`config.mk`:
```
export PLATFORM = sky130hd
export DESIGN_NAME = router_fsm
export DESIGN_NICKNAME = d
export VERILOG_FILES = /design/src/rtl/router_pkg.sv /design/src/rtl/router_sreset_timer.sv /design/src/rtl/router_fsm.sv
export SDC_FILE = /design/constraint.sdc
export NUM_CORES = 1
export LEC_CHECK = 0
export ABC_AREA = 1
export ABC_CLOCK_PERIOD_IN_PS = 2970
export CAP_MARGIN = 10
export CORE_MARGIN = 10
export CORE_UTILIZATION = 50
export DETAILED_ROUTE_END_ITERATION = 7
export GPL_TIMING_DRIVEN = 0
export PLACE_DENSITY = 0.76
export SYNTH_ARGS = -nofsm -noshare
export SYNTH_HDL_FRONTEND = slang
export SYNTH_SLANG_ARGS = --single-unit
```
`constraint.sdc`:
```
create_clock -name clock_i -period 2.97 [get_ports clock_i]
set_input_delay 0.594 -clock clock_i [delete_from_list [all_inputs] [get_ports clock_i]]
set_output_delay 0.594 -clock clock_i [all_outputs]
set_load 0.005 [all_outputs]
```
`src/rtl/router_pkg.sv`:
```
// Purpose : Shared types and constants for the 3x1 router sequencing controller.
// Contents: state encoding, port count, invalid address code, timeout defaults,
//           and a helper that turns a port address into a one-hot port select.
package router_pkg;

  localparam int NUM_PORTS   = 3;
  localparam int TIMEOUT     = 30;
  localparam int TIMER_WIDTH = 5;

  localparam logic [1:0] ADDR_INVALID = 2'b11;

  typedef enum logic [2:0] {
    DECODE_ADDRESS     = 3'd0,
    LOAD_FIRST_DATA    = 3'd1,
    LOAD_DATA          = 3'd2,
    LOAD_PARITY        = 3'd3,
    FIFO_FULL_STATE    = 3'd4,
    LOAD_AFTER_FULL    = 3'd5,
    WAIT_TILL_EMPTY    = 3'd6,
    CHECK_PARITY_ERROR = 3'd7
  } state_e;

  function automatic logic [NUM_PORTS-1:0] port_sel(input logic [1:0] addr);
    logic [NUM_PORTS-1:0] sel;
    for (int i = 0; i < NUM_PORTS; i++) begin
      sel[i] = (addr == 2'(i));
    end
    return sel;
  endfunction

endpackage

```
`src/rtl/router_sreset_timer.sv`:
```
// Purpose : Read-timeout timer for one destination FIFO. Counts cycles in which
//           the FIFO holds data that nobody reads and emits a one-cycle
//           soft_reset pulse when the limit is reached.
// Ports   : clock_i      rising-edge clock
//           reset_i      synchronous active-high reset
//           vld_i        FIFO holds data (not empty)
//           read_i       downstream read strobe
//           soft_reset_o registered one-cycle timeout pulse
module router_sreset_timer #(
  parameter int TIMEOUT     = 30,
  parameter int TIMER_WIDTH = 5
) (
  input  logic clock_i,
  input  logic reset_i,
  input  logic vld_i,
  input  logic read_i,
  output logic soft_reset_o
);

  localparam logic [TIMER_WIDTH-1:0] TERMINAL = TIMER_WIDTH'(TIMEOUT - 1);

  logic [TIMER_WIDTH-1:0] count_q;
  logic                   soft_reset_q;

  // A read on the terminal count clears the timer and suppresses the pulse.
  always_ff @(posedge clock_i) begin
    if (reset_i || !vld_i || read_i) begin
      count_q      <= '0;
      soft_reset_q <= 1'b0;
    end else if (count_q == TERMINAL) begin
      count_q      <= '0;
      soft_reset_q <= 1'b1;
    end else begin
      count_q      <= count_q + 1'b1;
      soft_reset_q <= 1'b0;
    end
  end

  assign soft_reset_o = soft_reset_q;

endmodule

```
`src/rtl/router_fsm.sv`:
```
// Purpose : Packet-sequencing controller for the 3x1 router. Decodes the header
//           address, steps the FIFO write through header/payload/parity phases,
//           stalls on a full FIFO and aborts a packet on a read timeout.
// Ports   : clock_i, reset_i          clock and synchronous active-high reset
//           pkt_valid_i, din_addr_i   input byte valid and header address
//           fifo_full_i, fifo_empty_i per-FIFO status flags
//           read_enb_i                per-FIFO downstream read strobe
//           low_pkt_valid_i           pkt_valid dropped while stalled on full
//           parity_done_i             parity byte already captured
//           write_enb_o               one-hot FIFO write enable
//           write_enb_reg_o           register block may drive FIFO data
//           detect_add_o .. rst_int_reg_o  Moore state flags
//           busy_o                    source must hold its data
//           vld_out_o                 per-FIFO data available
//           soft_reset_o              per-FIFO timeout pulse
//
// state              | meaning
// DECODE_ADDRESS     | idle, header byte decoded when pkt_valid
// WAIT_TILL_EMPTY    | target FIFO still holds an older packet
// LOAD_FIRST_DATA    | header byte written, FIFO tags it
// LOAD_DATA          | payload bytes written while pkt_valid
// FIFO_FULL_STATE    | target FIFO full, writes stalled
// LOAD_AFTER_FULL    | resume after full, byte held by register block written
// LOAD_PARITY        | parity byte written
// CHECK_PARITY_ERROR | register block compares parity
module router_fsm
  import router_pkg::*;
(
  input  logic                 clock_i,
  input  logic                 reset_i,
  input  logic                 pkt_valid_i,
  input  logic [1:0]           din_addr_i,
  input  logic [NUM_PORTS-1:0] fifo_full_i,
  input  logic [NUM_PORTS-1:0] fifo_empty_i,
  input  logic [NUM_PORTS-1:0] read_enb_i,
  input  logic                 low_pkt_valid_i,
  input  logic                 parity_done_i,
  output logic [NUM_PORTS-1:0] write_enb_o,
  output logic                 write_enb_reg_o,
  output logic                 detect_add_o,
  output logic                 lfd_state_o,
  output logic                 ld_state_o,
  output logic                 laf_state_o,
  output logic                 full_state_o,
  output logic                 rst_int_reg_o,
  output logic                 busy_o,
  output logic [NUM_PORTS-1:0] vld_out_o,
  output logic [NUM_PORTS-1:0] soft_reset_o
);

  state_e     state_q, state_d;
  logic [1:0] addr_q, addr_d;

  logic [NUM_PORTS-1:0] write_enb_q;
  logic write_enb_reg_q, detect_add_q, lfd_state_q, ld_state_q;
  logic laf_state_q, full_state_q, rst_int_reg_q, busy_q;

  // Padded to four entries so a 2-bit address always indexes a real bit;
  // the invalid address is filtered before these are consulted.
  logic [3:0] empty_ext, full_ext, sreset_ext;
  assign empty_ext  = {1'b1, fifo_empty_i};
  assign full_ext   = {1'b0, fifo_full_i};
  assign sreset_ext = {1'b0, soft_reset_o};

  for (genvar i = 0; i < NUM_PORTS; i++) begin : g_timer
    router_sreset_timer #(
      .TIMEOUT    (TIMEOUT),
      .TIMER_WIDTH(TIMER_WIDTH)
    ) u_timer (
      .clock_i     (clock_i),
      .reset_i     (reset_i),
      .vld_i       (!fifo_empty_i[i]),
      .read_i      (read_enb_i[i]),
      .soft_reset_o(soft_reset_o[i])
    );
  end

  always_comb begin
    state_d = state_q;
    addr_d  = addr_q;
    // A timeout on the active port abandons the packet from any busy state.
    if (state_q != DECODE_ADDRESS && sreset_ext[addr_q]) begin
      state_d = DECODE_ADDRESS;
    end else begin
      case (state_q)
        DECODE_ADDRESS: begin
          if (pkt_valid_i && din_addr_i != ADDR_INVALID) begin
            addr_d  = din_addr_i;
            state_d = empty_ext[din_addr_i] ? LOAD_FIRST_DATA : WAIT_TILL_EMPTY;
          end
        end
        WAIT_TILL_EMPTY: if (empty_ext[addr_q]) state_d = LOAD_FIRST_DATA;
        LOAD_FIRST_DATA: state_d = LOAD_DATA;
        LOAD_DATA: begin
          if (full_ext[addr_q])  state_d = FIFO_FULL_STATE;
          else if (!pkt_valid_i) state_d = LOAD_PARITY;
        end
        FIFO_FULL_STATE: if (!full_ext[addr_q]) state_d = LOAD_AFTER_FULL;
        LOAD_AFTER_FULL: begin
          if (parity_done_i)        state_d = DECODE_ADDRESS;
          else if (low_pkt_valid_i) state_d = LOAD_PARITY;
          else                      state_d = LOAD_DATA;
        end
        LOAD_PARITY:        state_d = CHECK_PARITY_ERROR;
        CHECK_PARITY_ERROR: state_d = full_ext[addr_q] ? FIFO_FULL_STATE : DECODE_ADDRESS;
        default:            state_d = DECODE_ADDRESS;
      endcase
    end
  end

  // Outputs are decoded from the next state so they are registered yet still
  // line up with the state they describe.
  always_ff @(posedge clock_i) begin
    if (reset_i) begin
      state_q         <= DECODE_ADDRESS;
      addr_q          <= 2'b00;
      write_enb_q     <= '0;
      write_enb_reg_q <= 1'b0;
      detect_add_q    <= 1'b1;
      lfd_state_q     <= 1'b0;
      ld_state_q      <= 1'b0;
      laf_state_q     <= 1'b0;
      full_state_q    <= 1'b0;
      rst_int_reg_q   <= 1'b0;
      busy_q          <= 1'b0;
    end else begin
      state_q         <= state_d;
      addr_q          <= addr_d;
      write_enb_reg_q <= (state_d == LOAD_FIRST_DATA) || (state_d == LOAD_DATA) ||
                         (state_d == LOAD_AFTER_FULL) || (state_d == LOAD_PARITY);
      write_enb_q     <= ((state_d == LOAD_FIRST_DATA) || (state_d == LOAD_DATA) ||
                          (state_d == LOAD_AFTER_FULL) || (state_d == LOAD_PARITY))
                         ? port_sel(addr_d) : '0;
      detect_add_q    <= (state_d == DECODE_ADDRESS);
      lfd_state_q     <= (state_d == LOAD_FIRST_DATA);
      ld_state_q      <= (state_d == LOAD_DATA);
      laf_state_q     <= (state_d == LOAD_AFTER_FULL);
      full_state_q    <= (state_d == FIFO_FULL_STATE);
      rst_int_reg_q   <= (state_d == CHECK_PARITY_ERROR);
      busy_q          <= (state_d != DECODE_ADDRESS) && (state_d != LOAD_DATA);
    end
  end

  assign write_enb_o     = write_enb_q;
  assign write_enb_reg_o = write_enb_reg_q;
  assign detect_add_o    = detect_add_q;
  assign lfd_state_o     = lfd_state_q;
  assign ld_state_o      = ld_state_q;
  assign laf_state_o     = laf_state_q;
  assign full_state_o    = full_state_q;
  assign rst_int_reg_o   = rst_int_reg_q;
  assign busy_o          = busy_q;
  assign vld_out_o       = ~fifo_empty_i;

endmodule

```
# Word level (Yosys, flattened, before mapping)
# Cells that the tools add are included.
[totals] output_inout_bits=17 elab_cells=90 reg_bits=34 in_bits=16
[op_classes] reduce_logical=21 eq_ne=20 mux=25 bitwise_logic=2 addsub=3 magnitude_cmp=2
[op_table] op="$mux W3" count=8
[op_table] op="$pmux W3 S8" count=1
[op_table] op="$eq A3 B3 Y1 const B" count=7
[op_table] op="$add A5 B1 Y5 const B" count=3
[op_table] op="$eq A5 B5 Y1 const B" count=3
[op_table] op="$eq A3 B2 Y1 const B" count=4
[op_table] op="$logic_or A1 B1 Y1" count=9
[op_table] op="$bmux W1 S2" count=4
[op_table] op="$mux W1" count=8
[op_table] op="$mux W2" count=4
[op_table] op="$reduce_or A2 Y1" count=4
[op_table] op="$eq A3 B1 Y1 const B" count=2
[op_table] op="$logic_not A3 Y1" count=2
[op_table] op="$lt A2 B3 Y1 const B" count=2
[op_table] op="$reduce_bool A3 Y1" count=2
[op_table] op="$logic_and A1 B1 Y1" count=3
[op_table] op="$ne A3 B2 Y1 const B" count=1
[op_table] op="$not A3 Y3" count=1
[op_table] op="$eq A2 B1 Y1 const B" count=1
[op_table] op="$eq A2 B2 Y1 const B" count=1
[op_table] op="$logic_not A2 Y1" count=1
[op_table] op="$ne A2 B2 Y1 const B" count=1
[op_table] op="$not A1 Y1" count=1

# Logic depth before layout (Yosys ltp)
[depth] word_depth=12 ltp_mapped=11 depth_no_buf=11

# Cells and area by module
# From an unflattened synthesis, not the netlist that was laid out.
[unflattened] cells_unflattened=236 hier_area_um2=1670.4
[modules_own_cells] mod="router_fsm" n_inst=1 area_each_um2=859.6 cells_each=131
[modules_own_cells] mod="router_sreset_timer" n_inst=3 area_each_um2=270.3 cells_each=35

# Worst setup path before layout
# Ideal clock, no wire load.
[synth_timing] path_kind="input to register" from="in pkt_valid_i" to="reg write_enb_q[0] (netlist: write_enb_o[0])" arrival_time_ps=1479 cell_stages=10 setup_time_ps=64 slack_ps=1427 path_buffers=0 t_required_ps=2906 cell_sequence="inv_1 > a21oi_1 > inv_1 > nand2_1 > nand2_1 > nand2_1 > nand3_2 > o21ai_2 > nand2_2 > nor2_1"
[synth_via] elab_chain_cells=10
[synth_rtl] element="start: declaration" line="router_fsm.sv:31" rtl="input logic pkt_valid_i,"
[synth_rtl] element="$mux W3 or $logic_and A1 B1 Y1 (tied branches)" line="router_fsm.sv:96, router_fsm.sv:87"
[synth_rtl] element="$mux W3, on equally long branches" line="router_fsm.sv:95, router_fsm.sv:87"
[synth_rtl] element="$pmux W3 S8" line="router_fsm.sv:85" rtl="case (state_q)"
[synth_rtl] element="$mux W3" line="router_fsm.sv:82" rtl="if (state_q != DECODE_ADDRESS && sreset_ext[addr_q]) begin"
[synth_rtl] element="$eq A3 B1 Y1 or $eq A3 B2 Y1 (tied branches)" line="router_fsm.sv:131" rtl="write_enb_q <= ((state_d == LOAD_FIRST_DATA) || (state_d == LOAD_DATA) ||"
[synth_rtl] element="$logic_or A1 B1 Y1 (2 in a row)" line="router_fsm.sv:131"
[synth_rtl] element="$logic_or A1 B1 Y1" line="router_fsm.sv:132" rtl="(state_d == LOAD_AFTER_FULL) || (state_d == LOAD_PARITY))"
[synth_rtl] element="$not A1 Y1 (no source line)"
[synth_rtl] element="$reduce_or A2 Y1 (no source line)"
[synth_rtl] element="end signal: assignment" line="router_fsm.sv:131"
[synth_rtl] element="end: declaration" line="router_fsm.sv:54" rtl="logic [NUM_PORTS-1:0] write_enb_q;"
# Several ways; a longest one is shown, not always the timed one.
# A chain may end at the register's enable or synchronous reset.

# Worst setup path in the final report
[layout_timing] from="in fifo_empty_i[0]" to="out vld_out_o[0]"
[layout_via] elab_chain_cells=1
[layout_rtl] element="start: declaration" line="router_fsm.sv:34" rtl="input logic [NUM_PORTS-1:0] fifo_empty_i,"
[layout_rtl] element="$not A3 Y3" line="router_fsm.sv:153" rtl="assign vld_out_o = ~fifo_empty_i;"
[layout_rtl] element="end: declaration" line="router_fsm.sv:47" rtl="output logic [NUM_PORTS-1:0] vld_out_o,"
# Every way passes these cells.

==> summary.md <==
| Metric | Value |
|---|---|
| Pin count of the biggest net entering global routing | 11 |
| Area of all placed cells without fillers | 2040 sq um |
| Startpoint-to-endpoint class of the critical path | in2out |
| CP Max Fanout | 4 |
| Standard-cell row count | 20 |
| Final worst-path cycle share | 76.6% |
| R2R Path End | detect_add_o |
| CTS-repair resized insts | 0 |
| Worst supply voltage drop on vdd | 0.479 mV |
| Met1 global-route usage | 13.6% |
| Inserted Diodes | 0 |
| Remaining antenna violation count after routing | 0 |
| Source of the critical timing path | fifo_empty_i[0] |
| Number of max-capacitance violations reported | 0 |
| Tightest Pin Transition | 376 ps |
| Root buf cell | clkbuf_4 |
| Grt total ovfl | 0 |
| Area contributors post-synth | dfxtp_1 42%, nand2_1 12%, inv_1 7.2%, nor2_1 6.5%, nand3_2 5.0% |
| Overall routed net length | 3220 um |
| Hold Path Origin | reset_i |
| Number of H-tree branching levels | 2 |
| Final-report setup violation count | 0 |
| Crit path arrival time | 1680 ps |
| Most used cells in the layout excluding fill and tap cells | 51 x nand2_1, 34 x dfxtp_1, 31 x inv_1, 31 x clkdlybuf4s50_1, 28 x nor2_1 |
| Kind of capture point of the worst setup path | output pin |
| Number of unique standard cell types used by synthesis | 25 |
| Worst Setup Slack post-DPL | 678 ps |
| WP buf/inv | 3 |
| Slowest Stage Delay on Critical Path | 520 ps |
| Worst Hold Path Cells | 2 |
| Slowest cell on crit path | clkdlybuf4s50_1 |
| Fin nets | 276 |
| Clk sinks | 34 |
| Top-Level Pins | 33 |
| Result of the run | finished clean |
| Seq cells post-synth | 34 |
| Height of the die | 76.8 um |
| Clock network latency to the later pin of the worst-skew pair | 330 ps |
| IO buf count | 31 |
| Antenna violations before repair | 0 |
| Core box area | 3080 sq um |
| Synth Net Count | 238 |
| Clock tree from TritonCTS | done |
| Met2 Usage GRT | 16.5% |
| Via/cell ratio | 4.53 |
| Met3 track utilization from global routing | 5.01% |
| Setup fix buffers added after clock tree synthesis | 0 |
| CTS Buf Count | 5 |
| Via count of the first global-routing pass | 1285 |
| Endpoint required time on the critical path | 2380 ps |
| Leading cell type in the layout, fill and taps excluded | nand2_1 |
| Initial standard-cell utilization of the core | 52.4% |
| Number of standard cells in the final layout excluding fillers | 299 |
| Worst path cell trace | clkdlybuf4s50_1, inv_1, clkdlybuf4s50_1 |
| First-pass GRT wire length | 5530 um |
| Post-DP HPWL | 2570 um |
| Detailed router's first-iteration violation count | 68 |
| Final max-slew violation count | 0 |
| Clock slew at reported path FFs | 110 ps |
| Fraction of layout instances using a drive strength above 1 | 13.7% |
| Hold Fails Final Rpt | 0 |
| Synthesized cell area | 1610 sq um |
| Number of placed cells counting well taps | 291 |
| Area fraction of the dominant cell type after synthesis | 42.2% |
| Die outline width | 76.8 um |
| Leak | 0.942 nW |
| Gate count of the mapped netlist | 216 |
| Final weighted congestion in routability-driven placement | 0.864 |
| Routed wire per std cell | 10.8 um |
| Per-instance average area after synthesis | 7.47 sq um |
| Clock Path Buffers | 2 |
| DR DRC count | 0 |
| Count of synthesis-stage warnings from yosys | 0 |
| Vias after detailed routing | 1355 |
| Depth of the most critical reg-to-reg path | 11 |
| Fraction of the yosys area taken by sequential cells | 42.2% |
| Number of optimization iterations in the first detailed-route pass | 4 |
| Clock period minus worst slack | 2280 ps |
| Worst min path class | in2reg |
| Critical R2R Launch | addr_q[0] |
| Total track usage | 11.1% |
| Capture endpoint of the worst hold path | g_timer[0].u_timer.soft_reset_o |
| Total power consumption of the routed design | 1.55 mW |
| Largest delay share family, worst path | buffers and inverters |
| Layout-stage area growth over the synthesis result | 26.4% |
| Global routing's busiest layer | met2 |
| Unrepaired setup endpoints after global routing | no |
| Power density normalized to cell area | 759 nW/um^2 |
| Setup crit start kind | primary input |
| Setup tns final | 0 ps |
| DP Area | 1980 sq um |
| Worst reg-to-reg setup slack | 1480 ps |
| CTS hold repair buffers | 0 |
| Top achievable clock speed | 440 MHz |
| Relative slew slack | 74.7% |
| Cell type with the highest occurrence count on the critical path | clkdlybuf4s50_1 |
| Clock skew | 19.2 ps |
| Top cell type by total area after synthesis | dfxtp_1 |
| Worst Setup Slack, final | 695 ps |
| Total Die Area | 5900 sq um |
cell families after synthesis:
family	after synthesis	synth area share [%]
AND/OR/NAND/NOR	123	36.5
buffers and inverters	37	9.77
flip-flops	34	42.2
AO/OA/AOI/OAI	10	3.65
XOR/XNOR	6	3.26
adder cells (fa/ha/maj)	6	4.65
metrics by stage:
step           utilization, %  hold slack (ps)
2_1_floorplan               -              433
3_3_place_gp             64.3              449
3_5_place_dp             64.3              461
4_1_cts                  66.2              448
5_1_grt                  66.2              448
6_report                 66.2              454
state kept, by name, summed over array words and instances (netlist names):
name                          cells
g_timer.u_timer.count_q          15
g_timer.u_timer.soft_reset_o      3
state_q                           3
write_enb_o                       3
addr_q                            2
busy_o                            1
detect_add_o                      1
full_state_o                      1
laf_state_o                       1
ld_state_o                        1
lfd_state_o                       1
rst_int_reg_o                     1
write_enb_reg_o                   1
layer usage:
| metal | up-vias | wire length [um] |
|---|---|---|
| li1 | 740 | - |
| met1 | 587 | 1590 |
| met2 | 24 | 1380 |
| met3 | 4 | 208 |
| met4 | 0 | 30 |
| met5 | - | 0 |
Yosys cell counts:
| library cell | count |
|---|---|
| nand4_1 | 1 |
| nor2_1 | 28 |
| nand2_2 | 5 |
| o21ai_0 | 2 |
| dfxtp_1 | 34 |
| nor2_4 | 2 |
| xor2_1 | 2 |
| buf_4 | 3 |
| inv_1 | 31 |
| or2_0 | 1 |
| or2_2 | 3 |
| and3_1 | 1 |
| nor3_1 | 4 |
| inv_2 | 2 |
| nor4_1 | 2 |
| nand3_2 | 8 |
| xnor2_1 | 4 |
| nand3_1 | 15 |
| ha_1 | 6 |
| nand2_1 | 51 |
| nor2_2 | 2 |
| o21ai_2 | 2 |
| buf_6 | 1 |
| a21oi_1 | 5 |
| a31oi_1 | 1 |
worst max-delay path by stage:
stage / slack (ps) / end / cells past startpoint
floorplan: 1430 / write_enb_o[0] / 10
global placement: 690 / vld_out_o[0] / 3
detailed placement: 680 / vld_out_o[0] / 3
CTS: 680 / vld_out_o[0] / 3
global route: 650 / vld_out_o[0] / 3
finish: 690 / vld_out_o[0] / 3
report_power, final:
part	switching [mW]	leakage (nW)	internal, mW	total [mW]
clock network	0.144	0.0353	0.115	0.259
logic	0.402	0.630	0.290	0.691
registers	0.0581	0.277	0.538	0.596
layout make-up:
class	instances	area [sq um]
Fill cell	286	1040
Sequential cell	34	681
Buffer	4	33.8
Inverter	33	124
Clock buffer	7	55.1
Clock inverter	1	5.00
Multi-Input combinational cell	145	774
Timing Repair Buffer	31	310
Tap cell	44	55.1
Note: power is estimated with default switching activity, not from simulation.
